===== config.mk =====
export PLATFORM = sky130hd
export DESIGN_NAME = mem_arbiter
export DESIGN_NICKNAME = d
export VERILOG_FILES = /design/src/rtl/mem_arb_pkg.sv /design/src/rtl/mem_arb_rr.sv /design/src/rtl/mem_arbiter.sv
export SDC_FILE = /design/constraint.sdc
export NUM_CORES = 1
export LEC_CHECK = 0
export BUFFER_PORTS_ARGS = -buffer_cell sky130_fd_sc_hd__buf_4
export CORE_AREA = 3 3 91 93
export DETAILED_ROUTE_END_ITERATION = 8
export DIE_AREA = 0 0 94 96
export PLACE_DENSITY = 0.72
export SYNTH_ARGS = -nofsm -noshare
export SYNTH_HDL_FRONTEND = slang
export SYNTH_SLANG_ARGS = --single-unit
export TNS_END_PERCENT = 30

===== constraint.sdc =====
create_clock -name CLK -period 1.3 [get_ports CLK]
set_input_delay 0.065 -clock CLK [delete_from_list [all_inputs] [get_ports CLK]]
set_output_delay 0.065 -clock CLK [all_outputs]
set_load 0.1 [all_outputs]

===== src/rtl/mem_arb_pkg.sv =====
// Shared types and defaults for the I/D cache memory arbiter.
package mem_arb_pkg;

   localparam int unsigned BeatsDefault = 4;

   typedef enum logic [1:0] {
      StIdle,
      StBurst,
      StDone
   } state_e;

   typedef enum logic {
      OwnI,
      OwnD
   } owner_e;

   typedef enum logic {
      DirRd,
      DirWr
   } dir_e;

endpackage


===== src/rtl/mem_arb_rr.sv =====
// Two-input round-robin picker; remembers which side was granted last.
module mem_arb_rr
   import mem_arb_pkg::*;
(
   input  logic clk_i,
   input  logic rst_ni,
   input  logic i_req_i,
   input  logic d_req_i,
   input  logic update_i,
   output logic valid_o,
   output logic pick_d_o
);

   owner_e last_q, last_d;

   assign valid_o  = i_req_i | d_req_i;
   // On a tie the side that did not win last time gets the grant.
   assign pick_d_o = d_req_i & (~i_req_i | (last_q == OwnI));

   always_comb begin
      last_d = last_q;
      if (update_i && valid_o) begin
         last_d = pick_d_o ? OwnD : OwnI;
      end
   end

   always_ff @(posedge clk_i) begin
      if (!rst_ni) begin
         last_q <= OwnI;
      end else begin
         last_q <= last_d;
      end
   end

endmodule


===== src/rtl/mem_arbiter.sv =====
// Arbitrates I-cache refills and D-cache refills/writebacks onto one memory port,
// moving one cache block per grant as a fixed-length burst.
module mem_arbiter
   import mem_arb_pkg::*;
#(
   parameter int unsigned BEATS = BeatsDefault,
   parameter int unsigned AW    = 32,
   parameter int unsigned DW    = 32
) (
   input  logic          CLK,
   input  logic          RST,
   input  logic          i_req,
   input  logic [AW-1:0] i_addr,
   input  logic          d_req,
   input  logic          d_we,
   input  logic [AW-1:0] d_addr,
   input  logic [DW-1:0] d_wdata,
   output logic          i_done,
   output logic          d_done,
   output logic          i_rvalid,
   output logic          d_rvalid,
   output logic [DW-1:0] rdata,
   output logic [1:0]    rbeat,
   output logic [1:0]    d_wbeat,
   output logic          mem_re,
   output logic          mem_we,
   output logic [AW-1:0] mem_addr,
   output logic [DW-1:0] mem_wdata,
   input  logic [DW-1:0] mem_rdata
);

   localparam logic [1:0] LastBeat = 2'(BEATS - 1);

   state_e        state_q, state_d;
   owner_e        owner_q, owner_d;
   dir_e          dir_q, dir_d;
   logic [AW-5:0] addr_q, addr_d;
   logic [1:0]    beat_q, beat_d;
   logic          rvalid_q, rvalid_d;
   logic [1:0]    rbeat_q, rbeat_d;

   logic grant_en;
   logic grant_valid;
   logic grant_pick_d;
   logic in_burst;
   logic wr_burst;

   // Block offset comes from the beat counter, so request bits [3:0] are dropped.
   logic unused_addr_lsbs;
   assign unused_addr_lsbs = ^{i_addr[3:0], d_addr[3:0]};

   mem_arb_rr u_rr (
      .clk_i    (CLK),
      .rst_ni   (RST),
      .i_req_i  (i_req),
      .d_req_i  (d_req),
      .update_i (grant_en),
      .valid_o  (grant_valid),
      .pick_d_o (grant_pick_d)
   );

   always_comb begin
      state_d  = state_q;
      owner_d  = owner_q;
      dir_d    = dir_q;
      addr_d   = addr_q;
      beat_d   = beat_q;
      grant_en = 1'b0;
      unique case (state_q)
         StIdle: begin
            beat_d   = '0;
            grant_en = 1'b1;
            if (grant_valid) begin
               state_d = StBurst;
               if (grant_pick_d) begin
                  owner_d = OwnD;
                  dir_d   = d_we ? DirWr : DirRd;
                  addr_d  = d_addr[AW-1:4];
               end else begin
                  owner_d = OwnI;
                  dir_d   = DirRd;
                  addr_d  = i_addr[AW-1:4];
               end
            end
         end
         StBurst: begin
            if (beat_q == LastBeat) begin
               beat_d  = '0;
               state_d = StDone;
            end else begin
               beat_d = beat_q + 2'd1;
            end
         end
         StDone: begin
            state_d = StIdle;
         end
         default: begin
            state_d = StIdle;
         end
      endcase
   end

   // Memory answers one cycle after mem_re, so the read return trails the beat by one.
   assign rvalid_d = (state_q == StBurst) && (dir_q == DirRd);
   assign rbeat_d  = beat_q;

   always_ff @(posedge CLK) begin
      if (!RST) begin
         state_q  <= StIdle;
         owner_q  <= OwnI;
         dir_q    <= DirRd;
         addr_q   <= '0;
         beat_q   <= '0;
         rvalid_q <= 1'b0;
         rbeat_q  <= '0;
      end else begin
         state_q  <= state_d;
         owner_q  <= owner_d;
         dir_q    <= dir_d;
         addr_q   <= addr_d;
         beat_q   <= beat_d;
         rvalid_q <= rvalid_d;
         rbeat_q  <= rbeat_d;
      end
   end

   assign in_burst  = state_q == StBurst;
   assign wr_burst  = in_burst && (dir_q == DirWr) && (owner_q == OwnD);

   assign mem_re    = in_burst && (dir_q == DirRd);
   assign mem_we    = wr_burst;
   assign mem_addr  = in_burst ? {addr_q, beat_q, 2'b00} : '0;
   assign mem_wdata = wr_burst ? d_wdata : '0;
   assign d_wbeat   = wr_burst ? beat_q : '0;

   assign i_rvalid  = rvalid_q && (owner_q == OwnI);
   assign d_rvalid  = rvalid_q && (owner_q == OwnD);
   assign rdata     = rvalid_q ? mem_rdata : '0;
   assign rbeat     = rvalid_q ? rbeat_q : '0;

   assign i_done    = (state_q == StDone) && (owner_q == OwnI);
   assign d_done    = (state_q == StDone) && (owner_q == OwnD);

endmodule

==> summary.md <==
| Metric | Value |
|---|---|
| Cell-internal power | 2.50 mW |
| Total negative slack for setup checks | -15.10 ns |
| Crit path launch type | register |
| First-iteration detailed-routing DRC count | 176 |
| Die Wd | 94 µm |
| Destination of the worst hold path | state_q[0] |
| Worst r2r path cells | 5 |
| Worst endpoint data arrival time | 1.54 ns |
| Switching power share of the total | 0.408 |
| Via count of the first global-routing pass | 3137 |
| Final setup vio count | 69 |
| Max-slew headroom | 0.643 |
| End of the worst register-to-register path | addr_q[12] |
| Clock tree root buffer cell | clkbuf_8 |
| Register-to-register setup slack | -0.05 ns |
| Required time reported for the critical path endpoint | 1.24 ns |
| Mean cell area of the mapped netlist | 7.62 µm² |
| Final Total Pwr | 4.22 mW |
| Startpoint of the worst-slack reg-to-reg timing path | owner_q |
| Worst-path cell chain | nor2b_4 -> and3_4 -> clkbuf_16 -> and2_4 -> buf_12 |
| Number of antenna violations at the first check in global routing | 0 |
| Final Net Count | 674 |
| Drt first pass iters | 4 |
| Number of slew-limit violations in the final report | 0 |
| Area occupied by multi-input gates | 1620 µm² |
| Instance count along the most critical hold path | 2 |
| Detailed placement HPWL | 8090 µm |
| Final design utilization | 0.719 |
| Setup ws final | -0.302 ns |
| Maximum root-to-sink buffer count | 2 |
| Instance area after placement | 4390 µm² |
| Number of buffers added to fix hold violations after cts | 0 |
| Post-Synthesis Cells | 313 |
| Seq pwr share | 0.306 |
| Maximum vdd ir drop | 0.489 mV |
| Top-level I/O count | 239 |
| Final Skew | 0.00261 ns |
| Violations in the final reports | setup timing |
| Wirelength, routed | 13200 µm |
| Slew @ Worst Pin | 0.535 ns |
| Maximum clock rate | 0.624 GHz |
| Routed wire per std cell | 20.5 µm |
| Crit path time final | 1.60 ns |
| Type of the worst setup path | reg2out |
| Yosys top cell area share | 0.310 |
| List of most frequent post-synthesis cells | 101 x and2_1, 57 x nand2_1, 37 x dfxtp_1 |
| Worst path slowest cell | dfxtp_4 |
| Count of nets left with antenna violations after detail routing | 0 |
| Placed Cells | 634 |
| N_diodes | 0 |
| Area of the placeable core | 7610 µm² |
| Net Sw Power | 1.73 mW |
| Synthesis Warnings | 0 |
| Synth-to-Final Area Change | 129% |
| Dominant register cell in the synthesized netlist | dfxtp_1 |
| Share of post-route cells with drive strength above 1 | 0.628 |
| Cell types with the largest area share after synthesis | dfxtp_1 31%, and2_1 26%, a311oi_1 10%, nand2_1 9.0%, a21oi_1 6.3% |
| TritonCTS buffer count | 5 |
| Finished Layout Cells | 643 |
| Unrepaired setup endpoints after global routing | true |
| Crit share post-route | 1.23 |
| Starting density of the core | 0.314 |
| Number of synthesized register bits | 37 |
| Hold WC Path Type | in2reg |
| Largest area contributor in the synthesized netlist | dfxtp_1 |
| Maximum number of pins on one net before global-route repair | 36 |
| Number of vias in the routed layout | 3205 |
| CTS tree | yes |
| Setup crit start | state_q[0] |
| Share of power burned in the clock network | 0.207 |
| CTS sink count | 37 |
| Post-route cell area | 5470 µm² |
| Die area | 9020 µm² |
| Share of flip-flops with an asynchronous set or reset after synthesis | 0 |
| Number of maximum-capacitance violations | 0 |
| Reported leakage power | 2.53 nW |
| Worst-skew pair later-pin latency | 0.28 ns |
| Number of flops mapped to enable cells by yosys | 0 |
| Via density | 4.98 |
| Combined global-route utilization of all metal layers | 0.242 |
| Crit path capture type | primary output |
| Placer's final routability congestion estimate | 0.765 |
| CP Max Fanout | 17 |
| Unique masters post-synth | 29 |
| H-tree levels | 2 |
| Number of endpoints with negative hold slack in the final report | 0 |
| FF+latch area | 747 µm² |
| Start point of the worst min-delay path | RST |
| Proportion of synthesized chip area in sequential cells | 0.310 |
| Y dimension of the die | 96 µm |
| Most used standard cell by instance count after synthesis | and2_1 |
| Count of buffers added by post-CTS timing repair for setup | 0 |
| Row count | 32 |
| Synth Cell Area | 2390 µm² |
| Remaining global-route overflow | 0 |
| Combinational share of power | 0.487 |
| Filler instances | 513 |
| CTS clock-pin slew for the worst setup and hold paths | 0.07 ns |
| Status | finished, violations left |
| PD cells | 772 nW/µm² |
| DRC violations left | 0 |
| Maximum single-stage delay on the critical path | 0.35 ns |
| Global-route wire length before repair | 16700 µm |
| Port buffer count | 228 |
[worst max-delay path by stage]
stage	end	slack [ns]	depth (start not counted)
6_report	mem_wdata[12]	-0.30	5
5_1_grt	mem_wdata[23]	-0.35	5
4_1_cts	mem_wdata[1]	-0.29	5
3_5_place_dp	mem_wdata[1]	-0.06	5
3_3_place_gp	mem_wdata[6]	-0.03	5
2_1_floorplan	d_wbeat[0]	-0.16	6
[cells in the final DEF, fill, tap and decap left out, types with 2 or more instances in the layout]
cell	synthesis	routed
o31ai_1	2	2
clkbuf_8	0	7
buf_12	0	61
conb_1	1	2
and2_4	0	36
buf_8	0	4
a21oi_1	30	30
buf_6	7	48
dfxtp_2	0	2
a22oi_1	2	2
and2_1	101	35
nor2b_4	1	2
dfxtp_1	37	34
a311oi_1	28	27
buf_4	9	136
nor2_4	0	2
and2_2	0	30
nand2_1	57	57
nor2_1	7	5
[flip-flops by register name, indices dropped and copies added, names as in the netlist]
register	flops
beat_q	2
owner_q	1
rbeat_q	2
state_q	2
dir_q	1
rvalid_q	1
addr_q	28
[cell families (layout without fill, tap and decap cells)]
| logic type | count (synthesis) | after routing | share of synthesized area |
|---|---|---|---|
| flip-flops | 37 | 37 | 0.310 |
| other | 1 | 2 | 0.00157 |
| buffers and inverters | 32 | 259 | 0.0891 |
| AO/OA/AOI/OAI | 65 | 65 | 0.193 |
| adder cells (fa/ha/maj) | 1 | 1 | 0.00524 |
| AND/OR/NAND/NOR | 177 | 177 | 0.400 |
[stage by stage]
stage                     hold WS (ns)  worst slack [ns]
after global placement           0.308           -0.0323
after detailed placement         0.306           -0.0602
final                           0.0312            -0.302
after CTS                       0.0118            -0.295
after global routing            0.0252            -0.353
after floorplan                  0.182            -0.164
[worst max-delay path: cells and delay by family, from the launching register on]
kind                   cells  cell delay, ns
AND/OR/NAND/NOR            3            0.55
flip-flops                 1            0.35
buffers and inverters      2            0.35
[cell type report]
class / count / area share
sequential: 37 / 0.137
tap: 102 / 0.0233
clock buffer: 7 / 0.0176
clock inverter: 1 / 0.000915
timing repair buffer: 250 / 0.524
inverter: 1 / 0.000686
multi-input combinational: 245 / 0.297
[repair_timing]
item / in CTS / in global routing
pin swaps: 0 / 24
endpoints found under the setup margin: 89 / 132
gates cloned: 0 / 1
resized for setup: 186 / 53
[power by group through the flow]
stage	clock network, mW	registers [mW]	logic [mW]
floorplan	0	1.31	1.22
global placement	0	1.31	1.81
finish	0.875	1.29	2.06
detailed placement	0	1.31	1.82
CTS	0.902	1.29	1.96
global route	0.953	1.30	2.14
[per-layer routing]
layer  GRT usage  up-vias  share of wire
met2       0.457      166           0.54
met4      0.0915        0          0.039
met1       0.247     1510           0.34
met5           0        -              0
li1            -     1497              -
met3      0.0766       32          0.082
Power figures use the tool's default switching activity.
